--- src/rtl/vram_arbiter.sv ---
// vram_arbiter: single-port tile RAM sharing between display reads and
// buffered game-logic writes that only drain inside the blanking window.
//
// Ports:
//   clk, reset            clock, async active-high reset
//   hblank, vblank        blanking flags from the VGA timing generator
//   disp_req/disp_addr    display read request (always accepted)
//   disp_valid/disp_data  read return, two cycles after disp_req
//   wr_req/wr_addr/wr_data/wr_ready  write request into the FIFO
//   mem_en/mem_we/mem_addr/mem_wdata registered RAM command
//   mem_rdata             RAM read data, valid the cycle after a read
//   fifo_count            entries buffered in the write FIFO
//   starve_cnt            saturating count of refused write cycles
module vram_arbiter #(
    parameter int ADDR_W     = 11,
    parameter int DATA_W     = 4,
    parameter int FIFO_DEPTH = 4,
    parameter int WR_POLICY  = 0
) (
    input  logic                          clk,
    input  logic                          reset,
    input  logic                          hblank,
    input  logic                          vblank,
    input  logic                          disp_req,
    input  logic [ADDR_W-1:0]             disp_addr,
    output logic                          disp_valid,
    output logic [DATA_W-1:0]             disp_data,
    input  logic                          wr_req,
    input  logic [ADDR_W-1:0]             wr_addr,
    input  logic [DATA_W-1:0]             wr_data,
    output logic                          wr_ready,
    output logic                          mem_en,
    output logic                          mem_we,
    output logic [ADDR_W-1:0]             mem_addr,
    output logic [DATA_W-1:0]             mem_wdata,
    input  logic [DATA_W-1:0]             mem_rdata,
    output logic [$clog2(FIFO_DEPTH):0]   fifo_count,
    output logic [7:0]                    starve_cnt
);

    localparam int PW = $clog2(FIFO_DEPTH);
    localparam logic [PW:0] FULL = (PW+1)'(FIFO_DEPTH);

    typedef enum logic {
        HOLD  = 1'b0,
        DRAIN = 1'b1
    } state_t;

    typedef struct packed {
        logic [ADDR_W-1:0] addr;
        logic [DATA_W-1:0] data;
    } wr_ent_t;

    state_t  state;
    state_t  state_nxt;

    wr_ent_t fifo_mem [FIFO_DEPTH];
    wr_ent_t head;

    logic [PW-1:0] wptr;
    logic [PW-1:0] rptr;
    logic [PW:0]   count_nxt;

    logic win;
    logic armed;
    logic fifo_empty;
    logic push;
    logic pop;
    logic do_rd;
    logic do_wr;

    assign win = (WR_POLICY == 0) ? (hblank | vblank) : vblank;

    assign fifo_empty = (fifo_count == '0);
    assign push       = wr_req & wr_ready;
    assign pop        = do_wr;
    assign head       = fifo_mem[rptr];

    // armed is low for the first cycle after reset release so
    // no RAM command is issued in the cycle that follows it.
    always_comb begin
        do_rd = 1'b0;
        do_wr = 1'b0;
        unique case (1'b1)
            armed & disp_req: begin
                do_rd = 1'b1;
            end
            armed & ~disp_req & (state == DRAIN) & ~fifo_empty: begin
                do_wr = 1'b1;
            end
            default: begin
                do_rd = 1'b0;
                do_wr = 1'b0;
            end
        endcase
    end

    always_comb begin
        count_nxt = fifo_count;
        if (push && !pop) begin
            count_nxt = fifo_count + 1'b1;
        end else if (pop && !push) begin
            count_nxt = fifo_count - 1'b1;
        end
    end

    always_comb begin
        state_nxt = state;
        unique case (state)
            HOLD: begin
                if (win && !fifo_empty) begin
                    state_nxt = DRAIN;
                end
            end
            DRAIN: begin
                // leave when blanking ends or the last entry retires
                if (!win || (pop && count_nxt == '0)) begin
                    state_nxt = HOLD;
                end
            end
            default: begin
                state_nxt = HOLD;
            end
        endcase
    end

    always_ff @(posedge clk or posedge reset) begin
        if (reset) begin
            state <= HOLD;
            armed <= 1'b0;
        end else begin
            state <= state_nxt;
            armed <= 1'b1;
        end
    end

    always_ff @(posedge clk or posedge reset) begin
        if (reset) begin
            wptr       <= '0;
            rptr       <= '0;
            fifo_count <= '0;
            wr_ready   <= 1'b1;
        end else begin
            if (push) begin
                wptr <= wptr + 1'b1;
            end
            if (pop) begin
                rptr <= rptr + 1'b1;
            end
            fifo_count <= count_nxt;
            wr_ready   <= (count_nxt != FULL);
        end
    end

    always_ff @(posedge clk) begin
        if (push) begin
            fifo_mem[wptr] <= '{addr: wr_addr, data: wr_data};
        end
    end

    always_ff @(posedge clk or posedge reset) begin
        if (reset) begin
            starve_cnt <= '0;
        end else if (wr_req && !wr_ready && starve_cnt != 8'hFF) begin
            starve_cnt <= starve_cnt + 1'b1;
        end
    end

    always_ff @(posedge clk or posedge reset) begin
        if (reset) begin
            mem_en    <= 1'b0;
            mem_we    <= 1'b0;
            mem_addr  <= '0;
            mem_wdata <= '0;
        end else begin
            mem_en <= do_rd | do_wr;
            mem_we <= do_wr;
            if (do_rd) begin
                mem_addr <= disp_addr;
            end else if (do_wr) begin
                mem_addr  <= head.addr;
                mem_wdata <= head.data;
            end
        end
    end

    // The RAM returns data the cycle after the read command, so the
    // strobe is the delayed read command and data passes straight through.
    always_ff @(posedge clk or posedge reset) begin
        if (reset) begin
            disp_valid <= 1'b0;
        end else begin
            disp_valid <= mem_en & ~mem_we;
        end
    end

    assign disp_data = disp_valid ? mem_rdata : '0;

endmodule

--- config.mk ---
export PLATFORM = sky130hd
export DESIGN_NAME = vram_arbiter
export DESIGN_NICKNAME = d
export VERILOG_FILES = /design/src/rtl/vram_arbiter.sv
export SDC_FILE = /design/constraint.sdc
export NUM_CORES = 1
export LEC_CHECK = 0
export ABC_AREA = 1
export BUFFER_PORTS_ARGS = -buffer_cell sky130_fd_sc_hd__buf_2
export CORE_MARGIN = 2
export CORE_UTILIZATION = 55
export DETAILED_ROUTE_END_ITERATION = 8
export PLACE_DENSITY = 0.81
export SLEW_MARGIN = 20
export SYNTH_ARGS = -nofsm -noshare
export SYNTH_HDL_FRONTEND = slang
export SYNTH_SLANG_ARGS = --single-unit
--- constraint.sdc ---
create_clock -name clk -period 5.15 [get_ports clk]
set_clock_uncertainty 0.1 [all_clocks]
set_input_delay 0.515 -clock clk [delete_from_list [all_inputs] [get_ports clk]]
set_output_delay 0.515 -clock clk [all_outputs]
set_load 0.02 [all_outputs]
==> impl_metrics.ini <==
[timing]
slew_headroom_pct = 34.6
rsz0062_at_grt = no
timing.hold.ws_ns = 0.128
finalSetupViolations = 0
hold_violations = 0
max_freq_ghz = 0.380
tns_ns = 0
timing.final.crit_share_pct = 51.1
post-route-min-period_ns = 2.63
slew_violations = 0
max_slew.worst_pin.slew_ns = 0.982

[clock_network]
ctsHoldBuffers = 0
cts_buffer_depth = 2
numCtsBuffers = 9
cts_resized = 0
cts.sinks = 96
cts_setup_buffers = 0
cts_tree = done
clk_latency_ns = 0.37
ctsRootBufferMaster = clkbuf_8
clkTransAtPathRegs_ns = 0.10
htreeDepth = 3

[route]
first_pass_iters = 4
drtAntennaViolNets = 0
vias = 2765
viasPerCell = 5.21
wl_per_cell_um = 15.0
drtIter0Drc = 186
drc_errors = 0
drt-total-wl_mm = 7.99

[setup_path]
rr_worst_depth = 5
arrival_ns = 2.77
r2r_end = mem_addr[2]$_DFFE_PP0P_
crit_required_ns = 5.29
cp-start-kind = flip-flop
critPathMaxStageDelay_ns = 0.99
crit_type = flip-flop to flip-flop
regToRegStartpoint = rptr[0]$_DFFE_PP0P_
cp_slowest_cell = dfrtp_1
crit_path_end_kind = flip-flop
crit_fanout = 32
r2r_slack_ns = 2.52
crit_chain = inv_1, o21ai_0, o22ai_1, nand2_1, a31oi_1

[outcome]
outcome = complete, no violations

[die]
fp.dieW_um = 89.4
fp.dieArea_um2 = 8000
core_area_um2 = 7180
fp.dieH_um = 89.4
initial_core_util_pct = 55.9
placementRows = 31
io_pins = 70

[place]
port_buffers = 69
place_congestion = 0.796
place_hpwl_mm = 5.37

[yosys]
syn_area_per_cell_um2 = 11.3
syn_area_um2 = 4010
ys_ff_latch = 96
syn_nets = 399
ys_seq_area_share_pct = 67.4
yosysWarningCount = 0
syn_inst = 355
ys_types = 29

[worst_hold_path]
hold_path.class = input port to async pin

[power]
cellLeakagePower_nw = 1.99
ir_drop_uv = 194
p_per_area_nw_per_um2 = 556

[global_routing]
grt_antenna_before_repair = 0
grt.overflow.total = 0
grt_usage_pct = 21.3
grt_max_degree = 37
grt_pass1_vias = 2595
grt_pass1_wl_mm = 12.5

[final_layout]
final_util_pct = 64.9
nets = 471
antenna_cells = 0
area.growth.synth_to_final_pct = 16.0
drive_above_1_share_pct = 24.5
nFillCells = 543

[run]
cap_violations = 0
==> worst max-delay path by stage <==
stage / start / end / slack, ns
detailed placement: rptr[0]$_DFFE_PP0P_ / mem_addr[2]$_DFFE_PP0P_ / 2.59
CTS: rptr[0]$_DFFE_PP0P_ / mem_addr[2]$_DFFE_PP0P_ / 2.54
finish: rptr[0]$_DFFE_PP0P_ / mem_addr[2]$_DFFE_PP0P_ / 2.52
floorplan: wr_ready$_DFF_PP1_ / fifo_mem[0][0]$_DFFE_PP_ / 3.28
global route: rptr[0]$_DFFE_PP0P_ / mem_addr[2]$_DFFE_PP0P_ / 2.29
global placement: rptr[0]$_DFFE_PP0P_ / mem_addr[7]$_DFFE_PP0P_ / 2.85
==> where the power goes <==
part           switching, mW  internal [mW]  leakage [nW]
registers              0.162           1.05         0.976
logic                  0.573          0.299         0.902
clock network          0.267          0.245         0.108
==> flip-flops by register name, indices dropped and copies added, names as in the netlist, 2 cells and up <==
| name | count |
|---|---|
| rptr | 2 |
| starve_cnt | 8 |
| mem_wdata | 4 |
| fifo_mem | 60 |
| mem_addr | 11 |
| wptr | 2 |
| fifo_count | 3 |
==> placed cells by master, fill, tap and decap left out <==
| cell | count |
|---|---|
| o21ai_1 | 2 |
| nor2_2 | 3 |
| o21ai_0 | 33 |
| inv_6 | 3 |
| conb_1 | 1 |
| inv_4 | 1 |
| nor3_1 | 2 |
| clkbuf_8 | 10 |
| xnor2_1 | 6 |
| inv_2 | 1 |
| dfrtp_1 | 35 |
| a31oi_1 | 15 |
| bufinv_16 | 1 |
| nand2_1 | 55 |
| xor2_1 | 5 |
| ha_1 | 8 |
| edfxtp_1 | 60 |
| nor2_1 | 63 |
| a21oi_2 | 1 |
| buf_4 | 5 |
| buf_2 | 69 |
| nand2_2 | 3 |
| inv_1 | 25 |
| nand2_4 | 4 |
| o211ai_1 | 1 |
| o22ai_1 | 12 |
| nand3_1 | 3 |
| nand3_2 | 2 |
| dfstp_2 | 1 |
| clkinv_4 | 2 |
==> cells by family (layout without fill, tap and decap cells) <==
kind of cell,after synthesis,after routing,share of synthesized area [%]
AND/OR/NAND/NOR,135,135,14.2
flip-flops,96,96,67.4
AO/OA/AOI/OAI,64,64,8.98
buffers and inverters,40,117,4.46
XOR/XNOR,11,11,2.40
adder cells (fa/ha/maj),8,8,2.49
other,1,1,0.0934
==> per-layer routing <==
| layer | vias to the layer above | wire length (um) | global-route usage [%] |
|---|---|---|---|
| li1 | 1344 | - | - |
| met5 | - | 0 | 0 |
| met3 | 11 | 626 | 5.91 |
| met1 | 1296 | 3300 | 27.3 |
| met2 | 114 | 3910 | 34.5 |
| met4 | 0 | 148 | 8.68 |
==> cells in the mapped netlist <==
| library cell | n | area (um^2) |
|---|---|---|
| nand2_1 | 55 | 206 |
| xnor2_1 | 6 | 52.6 |
| a21oi_2 | 1 | 8.76 |
| edfxtp_1 | 60 | 1800 |
| nor3_1 | 2 | 10.0 |
| nor2_2 | 3 | 18.8 |
| conb_1 | 1 | 3.75 |
| a31oi_1 | 15 | 93.8 |
| clkbuf_2 | 2 | 10.0 |
| nand2_4 | 4 | 45.0 |
| nand2_2 | 3 | 18.8 |
| nand3_1 | 3 | 15.0 |
| buf_2 | 7 | 35.0 |
| buf_6 | 1 | 11.3 |
| nand3_2 | 2 | 20.0 |
| o21ai_0 | 33 | 165 |
| xor2_1 | 5 | 43.8 |
| o22ai_1 | 12 | 75.1 |
| inv_1 | 25 | 93.8 |
| o21ai_1 | 2 | 10.0 |
| nor2_1 | 63 | 236 |
| ha_1 | 8 | 100 |
| clkbuf_1 | 1 | 3.75 |
| dfrtp_1 | 35 | 876 |
| o211ai_1 | 1 | 7.51 |
| inv_2 | 1 | 3.75 |
| dfstp_2 | 1 | 26.3 |
| inv_4 | 1 | 6.26 |
| buf_4 | 2 | 15.0 |
==> critical path, delay by kind of cell, from the launching register on <==
kind,cells,cell delay (ns)
AOI/OAI and AO/OA,3,0.65
buffers and inverters,1,0.69
DFF,1,0.99
and+or+nand+nor,1,0.08
==> cell type report <==
cell class / count / area (um^2) / share of cell area, %
Inverter: 27 / 104 / 2.23
Tap cell: 99 / 124 / 2.66
Timing Repair Buffer: 74 / 383 / 8.22
Sequential cell: 96 / 2700 / 58.1
Multi-Input combinational cell: 219 / 1130 / 24.3
Clock buffer: 10 / 138 / 2.96
Clock inverter: 6 / 73.8 / 1.59
==> stage by stage <==
stage	total power, mW	setup WS [ns]	area (um^2)	std cells
after CTS	2.60	2.54	4660	531
after detailed placement	2.09	2.59	4450	515
final	2.59	2.52	4660	531
after floorplan	1.82	3.28	4010	355
after global routing	2.77	2.29	4660	531
after global placement	2.05	2.85	4450	515
No activity file was read; power rests on OpenSTA's default activity.
